## config.mk

```make
export PLATFORM = sky130hd
export DESIGN_NAME = stopwatch_display
export DESIGN_NICKNAME = d
export VERILOG_FILES = /design/src/rtl/stopwatch_display.sv
export SDC_FILE = /design/constraint.sdc
export NUM_CORES = 1
export LEC_CHECK = 0
export BUFFER_PORTS_ARGS = -buffer_cell sky130_fd_sc_hd__clkbuf_2
export CAP_MARGIN = 20
export CORE_ASPECT_RATIO = 1.5
export CORE_MARGIN = 2
export CORE_UTILIZATION = 40
export DETAILED_ROUTE_END_ITERATION = 10
export SLEW_MARGIN = 30
export SYNTH_ARGS = -nofsm -noshare
export SYNTH_HDL_FRONTEND = slang
export SYNTH_SLANG_ARGS = --single-unit
```

## constraint.sdc

```tcl
create_clock -name clock_in -period 4.08 [get_ports clock_in]
set_input_delay 1.224 -clock clock_in [delete_from_list [all_inputs] [get_ports clock_in]]
set_output_delay 1.224 -clock clock_in [all_outputs]
set_load 0.03 [all_outputs]
```

## src/rtl/stopwatch_display.sv

```systemverilog
// -----------------------------------------------------------------------------
// stopwatch_display
//
// Four-digit BCD stopwatch with a multiplexed common-anode seven-segment
// driver. The divided square wave on tick_in is sampled as a level in the
// clock_in domain; each rising edge seen while running adds one to the count.
// The count is scanned one digit at a time onto the display.
//
// Parameters
//   SCAN_DIV   clock_in cycles each digit stays enabled (2..65535)
//
// Ports
//   clock_in   in   sole clock, rising edge
//   reset      in   asynchronous, active-high
//   tick_in    in   divider output (level); each rising edge is one event
//   start_stop in   one-cycle pulse, toggles run/pause
//   clear      in   one-cycle pulse, zeroes the count (wins over increment)
//   count      out  BCD count, [15:12] thousands .. [3:0] units
//   running    out  1 while counting is enabled
//   wrap       out  one-cycle pulse coincident with the 9999->0000 rollover
//   anode      out  active-low digit enables, bit n = digit n (0 = units)
//   segments   out  active-low segments, {g,f,e,d,c,b,a}
// -----------------------------------------------------------------------------
module stopwatch_display #(
  parameter int unsigned SCAN_DIV = 1024
) (
  input  logic        clock_in,
  input  logic        reset,
  input  logic        tick_in,
  input  logic        start_stop,
  input  logic        clear,
  output logic [15:0] count,
  output logic        running,
  output logic        wrap,
  output logic [3:0]  anode,
  output logic [6:0]  segments
);

  localparam logic [15:0] SCAN_LAST = 16'(SCAN_DIV - 1);

  logic        tick_q;
  logic        running_q, running_d;
  logic [15:0] count_q, count_d;
  logic        wrap_q, wrap_d;
  logic [15:0] scan_cnt_q, scan_cnt_d;
  logic [1:0]  sel_q, sel_d;

  logic        tick_event;
  logic        do_inc;
  logic [15:0] count_inc;
  logic        carry;
  logic [3:0]  digit;

  // Rising edge of the divider output, detected against last cycle's level.
  assign tick_event = tick_in & ~tick_q;
  // Increment decision uses the pre-toggle running state.
  assign do_inc     = tick_event & running_q;

  // BCD +1: ripple a carry upward; a 9 rolls to 0 and passes the carry on,
  // anything else absorbs it and leaves higher digits untouched.
  // NOTE: every signal written here gets a default first, so no path leaves it
  // unassigned and no latch is inferred.
  always_comb begin
    count_inc = count_q;
    carry     = 1'b1;
    for (int i = 0; i < 4; i++) begin
      if (carry) begin
        if (count_q[4*i +: 4] == 4'd9) begin
          count_inc[4*i +: 4] = 4'd0;
        end else begin
          count_inc[4*i +: 4] = count_q[4*i +: 4] + 4'd1;
          carry               = 1'b0;
        end
      end
    end
  end

  always_comb begin
    running_d = running_q ^ start_stop;
    count_d   = count_q;
    wrap_d    = 1'b0;
    if (clear) begin
      count_d = 16'h0000;
    end else if (do_inc) begin
      count_d = count_inc;
      wrap_d  = (count_q == 16'h9999);
    end
  end

  // Scan timing: hold each digit SCAN_DIV cycles, then step to the next one.
  always_comb begin
    scan_cnt_d = scan_cnt_q + 16'd1;
    sel_d      = sel_q;
    if (scan_cnt_q == SCAN_LAST) begin
      scan_cnt_d = 16'd0;
      sel_d      = sel_q + 2'd1;
    end
  end

  // NOTE: state registers use non-blocking assignments so every register
  // samples the pre-edge values regardless of statement order.
  always_ff @(posedge clock_in or posedge reset) begin
    if (reset) begin
      tick_q     <= 1'b0;
      running_q  <= 1'b0;
      count_q    <= 16'h0000;
      wrap_q     <= 1'b0;
      scan_cnt_q <= 16'd0;
      sel_q      <= 2'd0;
    end else begin
      tick_q     <= tick_in;
      running_q  <= running_d;
      count_q    <= count_d;
      wrap_q     <= wrap_d;
      scan_cnt_q <= scan_cnt_d;
      sel_q      <= sel_d;
    end
  end

  // Digit currently on the display.
  always_comb begin
    case (sel_q)
      2'd0:    digit = count_q[3:0];
      2'd1:    digit = count_q[7:4];
      2'd2:    digit = count_q[11:8];
      default: digit = count_q[15:12];
    endcase
  end

  always_comb begin
    anode        = 4'b1111;
    anode[sel_q] = 1'b0;
  end

  // Active-low decode, {g,f,e,d,c,b,a}; non-BCD codes blank the digit.
  always_comb begin
    case (digit)
      4'd0:    segments = 7'b1000000;
      4'd1:    segments = 7'b1111001;
      4'd2:    segments = 7'b0100100;
      4'd3:    segments = 7'b0110000;
      4'd4:    segments = 7'b0011001;
      4'd5:    segments = 7'b0010010;
      4'd6:    segments = 7'b0000010;
      4'd7:    segments = 7'b1111000;
      4'd8:    segments = 7'b0000000;
      4'd9:    segments = 7'b0010000;
      default: segments = 7'b1111111;
    endcase
  end

  assign count   = count_q;
  assign running = running_q;
  assign wrap    = wrap_q;

endmodule
```

After elaboration in Yosys (flattened, before gate mapping). Memories as Yosys holds them, arrays and structs flattened. Cells that the tools add are included.

Register bits after elaboration: 37. ROM bits: 112. Input bits: 5. Memories: 1. Output and inout bits: 29. Logic and storage cells: 60.

Muxes and demuxes: 20. Add/sub/neg operators: 6. Bitwise gates (word level): 5. Equality and inequality tests: 8. Reduce and logical (&&, ||, !) cells: 9. Order comparisons: 2.

Memory list: (name not given) (words 16, width 7, rd ports 1, clocked after memory_dff 0, wr ports 0, line 137) `case (digit)`.

Operators by type and width (number): $mux W16 (3); $mux W4 (7); $add A16 B1 Y16 const B (1); $add A4 B1 Y4 const B (4); $eq A16 B10 Y1 const B (1); $eq A16 B16 Y1 const B (1); $eq A4 B4 Y1 const B (4); $pmux W4 S3 (1); $mux W1 (8); $reduce_bool A2 Y1 (4); $reduce_and A2 Y1 (3); $not A4 Y4 (1); $lt A2 B3 Y1 const B (1); $add A2 B1 Y2 const B (1); $and A1 B1 Y1 (2); $demux W1 S2 (1); $eq A2 B1 Y1 const B (1); $eq A2 B2 Y1 const B (1); $ge A2 B1 Y1 const B (1); $logic_not A2 Y1 (1); $logic_and A1 B1 Y1 (1); $not A1 Y1 (1); $xor A1 B1 Y1 (1).

Longest topological paths before layout. Gate-level depths: netlist (run 1).

Depth after elaboration: 7. Depth in mapped cells: 8.

Worst setup path before layout (run 1). OpenSTA, ideal clock, no wires.

Kind: register -> output. Start: register sel_q[0]. End: output segments[1]. Path slack: 0.621 ns. Required time: 2.856 ns. Stages on the path, launching flop included: 8. Data arrival time: 2.235 ns. Path through: dfrtp_1 > inv_1 > ha_1 > a222oi_1 > a21oi_1 > inv_1 > ha_1 > o21ai_0.

Word-level cells in the longest chain between the ends: 3. Elaborated cells between the ends (all ways): 5.

Ends and longest elaborated chain: from (decl) (line 46) `logic [1:0] sel_q, sel_d;`; from (signal assigned) (line 116) `sel_q <= sel_d;`; $eq A2 B2 Y1, or another cell as far along (line 122) `case (sel_q)`; $pmux W4 S3 (*) (line 122); $mem_v2 Z16 W7 (*); to (decl) (line 36) `output logic [6:0] segments`.

Mark *: on every way between the ends. The rest lies on a longest branch, timed or not.

Worst setup path in the final report (run 1).
Start: register sel_q[0]. End: output segments[4].

Same word-level chain as after synthesis.

==> impl_metrics.tcl, run 1 <==
set metrics [dict create \
    nFillCells 535 \
    final_nets 284 \
    clockBufferDepth 2 \
    synth-compound-area-share 0.0951 \
    vias_per_cell 5.27 \
    worstSkewPairLatency_ns 0.29 \
    io_buffers 33 \
    die_area_um2 6080 \
    relSlewSlack 0.533 \
    grt_pass1_wl_um 7930 \
    status "complete, no violations" \
    clock-root-buffer "clkbuf_8" \
    clock-sinks 37 \
    grt_max_degree 21 \
    hold_buffers 0 \
    synth_cells 229 \
    yosys.area_share.simple 0.233 \
    synth_edf_count 0 \
    avgSynthCellArea_um2 9.54 \
    holdPathEnd "scan_cnt_q[15]" \
    syn_to_final_growth_pct 13.9 \
    hold_class "reg -> reg" \
    via_count 1767 \
    ys_ff_latch 37 \
    rows 33 \
    whs_ns 0.486 \
    cellPowerDensity_nw_per_um2 290 \
    antenna_left 0 \
    die-width_um 64.3 \
    drc 0 \
    ys_seq_area_frac 0.424 \
    postCtsSetupBuffers 0 \
    r2r_end "sel_q[1]" \
    cts_tree "done" \
    antenna_found_initial 0 \
    fmax_ghz 0.273 \
    layout_commonest_cell "dfrtp_1" \
    gr-total-overflow 0 \
    startpoint_type "flip-flop" \
    start_util 0.407 \
    r2r_start "scan_cnt_q[0]" \
    wirelength_um 4600 \
    synth_ff_type "dfrtp_1" \
    synthXorXnorAreaFrac 0.0601 \
    grt_pass1_vias 1665 \
    ys_types 37 \
    cts-buffers-inserted 5 \
    hpwl_um 3430 \
    arrival_ns 2.43 \
    track_usage 0.170 \
    gp_congestion 0.836 \
    cp.required_ns 2.86 \
    synthAdderAreaFrac 0.0859 \
    synth_top_family_by_area "simple AND/OR/NAND/NOR gates" \
    io_pins 34 \
    setup_viol 0 \
    worst_setup_hold_path_clk_slew_ns 0.07 \
    reg2reg_depth 5 \
    cp_max_fo 5 \
    diodes 0 \
    drive_gt1_frac 0.181 \
    dr.pass1.iters 4 \
    critPathKind "reg -> out" \
    synth_mux_area_frac 0.0573 \
    hold_depth 1 \
    drt_iter0_markers 57 \
    wl_per_cell_um 13.7 \
    synthArstFlopShare 1.00 \
    h-tree-depth 2 \
    maxSlewViolCount 0 \
    min_period_ns 3.66 \
    hold_start "scan_cnt_q[15]" \
    maxCapViolations 0 \
    core_um2 5370 \
    synth_area_um2 2180 \
    hold_violations 0 \
    rsz0062_at_grt "no" \
    leakage_nw 1.18 \
    synth_fp_nets 249 \
    regToRegSetupSlack_ns 2.18 \
    worstMarginPinSlew_ns 0.699 \
    post_cts_resized 0 \
    die_h_um 94.5 \
    skew_ns 0.00379 \
    layout_common_cells "dfrtp_1, clkbuf_2, nor2_1, nand2_1" \
    yosysWarnings 0 \
    setup_tns_ns 0 \
    vdd_ir_drop_max_mv 0.184 \
    end_kind "output port" \
    fin_crit_sh 0.896 \
]
## worst max-delay path, stage by stage (launching register included)
cell	delay, ns
dfrtp_1	0.40
inv_1	0.10
ha_1	0.27
a222oi_1	0.53
mux2i_1	0.27
a211oi_1	0.30
a31oi_1	0.07
clkbuf_2	0.20
## Yosys cell counts, types with 2 or more instances
master	count	area [um^2]
ha_1	15	188
nand2_1	16	60.1
and3b_1	5	43.8
a222oi_1	4	40.0
nor2b_1	3	18.8
a21oi_1	14	70.1
clkbuf_1	3	11.3
nand3b_1	3	22.5
mux2i_1	8	80.1
nand3_1	15	75.1
nor2_1	22	82.6
nand4_1	7	43.8
nor4_1	4	25.0
xor2_1	5	43.8
xnor2_1	10	87.6
a31oi_1	2	12.5
or3_1	3	18.8
buf_6	2	22.5
dfrtp_1	37	926
o21ai_0	7	35.0
nor3_1	8	40.0
mux2_2	4	45.0
inv_1	15	56.3
a211oi_1	2	15.0
and2_1	3	18.8
## logic make-up after synthesis
group,after synthesis
adder cells (fa/ha/maj),15
AO/OA/AOI/OAI,33
XOR/XNOR,15
flip-flops,37
buffers and inverters,22
multiplexers,12
AND/OR/NAND/NOR,95
## metrics by stage
| step | power [W] | cells | util | setup WS (ns) | cell area, um^2 |
|---|---|---|---|---|---|
| 5_1_grt | 0.000760 | 335 | 0.464 | 0.207 | 2490 |
| 3_5_place_dp | 0.000481 | 327 | 0.448 | 0.793 | 2410 |
| 4_1_cts | 0.000734 | 335 | 0.464 | 0.456 | 2490 |
| 2_1_floorplan | 0.000454 | 229 | - | 0.621 | 2180 |
| 3_3_place_gp | 0.000480 | 327 | 0.448 | 0.847 | 2410 |
| 6_report | 0.000722 | 335 | 0.464 | 0.424 | 2490 |
## sequential cells by signal, indices dropped and copies added, names as in the netlist
register,cells
count,16
running,1
scan_cnt_q,16
tick_q,1
sel_q,2
wrap,1
## worst max-delay path by stage
stage | cells past startpoint | startpoint | slack, ns | endpoint
3_5_place_dp | 8 | sel_q[0] | 0.79 | segments[1]
4_1_cts | 8 | sel_q[0] | 0.46 | segments[1]
3_3_place_gp | 7 | sel_q[0] | 0.85 | segments[1]
5_1_grt | 7 | sel_q[0] | 0.21 | segments[1]
2_1_floorplan | 7 | sel_q[0] | 0.62 | segments[1]
6_report | 7 | sel_q[0] | 0.42 | segments[4]
## metal layers
layer / global-route usage / wire [um] / vias up
met4: 0.101 / 165 / 0
li1: - / - / 883
met3: 0.0310 / 158 / 11
met1: 0.190 / 1950 / 834
met2: 0.297 / 2320 / 39
met5: 0 / 0 / -
## layout make-up
cell class	instances	area, um^2	share of cell area
Clock buffer	6	72.6	0.0292
Multi-Input combinational cell	170	1160	0.466
Timing Repair Buffer	34	173	0.0694
Tap cell	70	87.6	0.0352
Clock inverter	2	10.0	0.00402
Inverter	16	60.1	0.0241
Sequential cell	37	926	0.372
## power breakdown
group	switching (W)	internal, W
clock	0.000131	0.000118
combinational	0.0000645	0.0000242
sequential	0.00000988	0.000374
Note: power is estimated with default switching activity, not from simulation.
==> run 2: changes to the inputs <==
--- a/config.mk
+++ b/config.mk
@@ -11,6 +11,8 @@
 export CORE_MARGIN = 2
 export CORE_UTILIZATION = 40
 export DETAILED_ROUTE_END_ITERATION = 10
+export PLACE_DENSITY_LB_ADDON = 0.2
+export RECOVER_POWER = 25
 export SLEW_MARGIN = 30
 export SYNTH_ARGS = -nofsm -noshare
 export SYNTH_HDL_FRONTEND = slang
==> impl_metrics.tcl, run 2 (synthesis gave the netlist of run 1 again) <==
set metrics [dict create \
    critPathTopFamily "compound AO/OA/AOI/OAI gates" \
    final_cells 335 \
    arrival_ns 2.39 \
    io_pins 34 \
    startpoint_type "flip-flop" \
    die_area_um2 6080 \
    vias_per_cell 5.25 \
    worst_setup_hold_path_clk_slew_ns 0.07 \
    clock-root-buffer "clkbuf_8" \
    via_count 1759 \
    gr-total-overflow 0 \
    h-tree-depth 2 \
    die-width_um 64.3 \
    leakage_nw 1.18 \
    setup_tns_ns 0 \
    violations "max-capacitance violations, max-slew violations" \
    final_nets 284 \
    final_core_util 0.469 \
    hold_class "reg -> reg" \
    antenna_found_initial 0 \
    die_h_um 94.5 \
    seq_area_um2 926 \
    maxSlewViolCount 38 \
    skew_ns 0.0163 \
    worstSkewPairLatency_ns 0.29 \
    relSlewSlack -0.315 \
    syn_to_final_growth_pct 15.2 \
    grt_pass1_wl_um 7670 \
    clockBufferDepth 2 \
    worstMarginPinSlew_ns 1.97 \
    post_cts_resized 0 \
    wl_per_cell_um 13.6 \
    dr.pass1.iters 4 \
    end_kind "output port" \
    top_layer_used "met4" \
    cp_max_fo 5 \
    cp_slowest_cell "dfrtp_1" \
    cellPowerDensity_nw_per_um2 319 \
    fin_crit_sh 0.885 \
    grt_pass1_vias 1686 \
    switching_share 0.257 \
    clockPowerShare 0.412 \
    p_int_w 0.000597 \
    cts_tree "done" \
    hpwl_um 3380 \
    wl_met3_um 171 \
    antenna_left 0 \
    critPathKind "reg -> out" \
    hold_buffers 0 \
    path_cells "inv_1, ha_1, a222oi_1, a21oi_1, inv_1, ha_1, o21ai_0, clkbuf_2" \
    cts-buffers-inserted 5 \
    status "complete, but fails checks" \
    fmax_ghz 0.277 \
    track_usage 0.162 \
    wirelength_um 4560 \
    rows 33 \
    drt_iter0_markers 107 \
    post_dp_cell_area_um2 2410 \
    setup_viol 0 \
    clock-sinks 37 \
    layout_commonest_cell "dfrtp_1" \
    layout_common_cells "dfrtp_1, clkbuf_2, nor2_1, nand2_1" \
    vdd_ir_drop_max_mv 0.152 \
    grt_max_degree 38 \
    start_util 0.407 \
    power_switching_w 0.000206 \
    dp_cells 327 \
    drc 0 \
    core_um2 5370 \
    nFillCells 528 \
    wl_met2_um 2420 \
    postCtsSetupBuffers 0 \
    maxCapViolations 1 \
    gp_congestion 0.773 \
    drive_gt1_frac 0.174 \
    rsz0062_at_grt "no" \
    cp.required_ns 2.86 \
    wl_met1_um 1880 \
    seq_power_share 0.477 \
    path_buf_inv 3 \
    io_buffers 33 \
    diodes 0 \
    slowest_delay_ns 0.41 \
    min_period_ns 3.61 \
    hold_violations 0 \
    comb_power_share 0.111 \
    multi_input_comb_area_um2 1160 \
    design_area_um2 2520 \
]
-- run 2: cell types whose count changed in the layout (fill, tap and decap cells not counted) --
cell	before	now
clkinv_2	2	0
and2_1	3	2
and2_0	0	1
buf_4	1	0
bufinv_16	0	1
clkbuf_8	5	6
clkbuf_1	1	3
clkbuf_2	33	32
-- run 2: power groups by stage --
stage               Combinational [W]  Clock, W  Sequential [W]
floorplan                   0.0000518         0        0.000403
global placement            0.0000901         0        0.000390
detailed placement          0.0000907         0        0.000391
CTS                         0.0000908  0.000342        0.000383
global route                0.0000982  0.000362        0.000385
finish                      0.0000888  0.000331        0.000384
-- run 2: layer usage --
| metal | GRT usage | vias up |
|---|---|---|
| met5 | 0 | - |
| met4 | 0.0709 | 0 |
| met3 | 0.0310 | 11 |
| met2 | 0.297 | 35 |
| met1 | 0.181 | 832 |
| li1 | - | 881 |
-- run 2: final cells by class --
cell class                      instances  share of cell area
Clock inverter                          1              0.0119
Tap cell                               70              0.0348
Multi-Input combinational cell        170               0.461
Timing Repair Buffer                   34              0.0666
Clock buffer                            7              0.0343
Sequential cell                        37               0.368
Inverter                               16              0.0239
-- run 2: path summary, 6_finish.rpt --
path                                       end      startpoint  slack [ns]  depth (start not counted)
max in group asynchronous        scan_cnt_q[1]           reset        1.32                          3
min in group asynchronous             count[4]           reset        1.61                          3
worst max-delay path               segments[1]        sel_q[0]        0.47                          8
worst min register to register  scan_cnt_q[15]  scan_cnt_q[15]        0.49                          1
worst max register to register        sel_q[1]   scan_cnt_q[0]        2.20                          5
worst min-delay path            scan_cnt_q[15]  scan_cnt_q[15]        0.49                          1
-- run 2: per-stage QoR --
| stage | worst slack, ns | total power [W] | hold slack, ns |
|---|---|---|---|
| after floorplan | 0.621 | 0.000454 | 0.447 |
| after CTS | 0.459 | 0.000816 | 0.484 |
| after detailed placement | 0.782 | 0.000481 | 0.474 |
| after global placement | 0.836 | 0.000480 | 0.476 |
| final | 0.468 | 0.000803 | 0.487 |
| after global routing | 0.290 | 0.000845 | 0.509 |
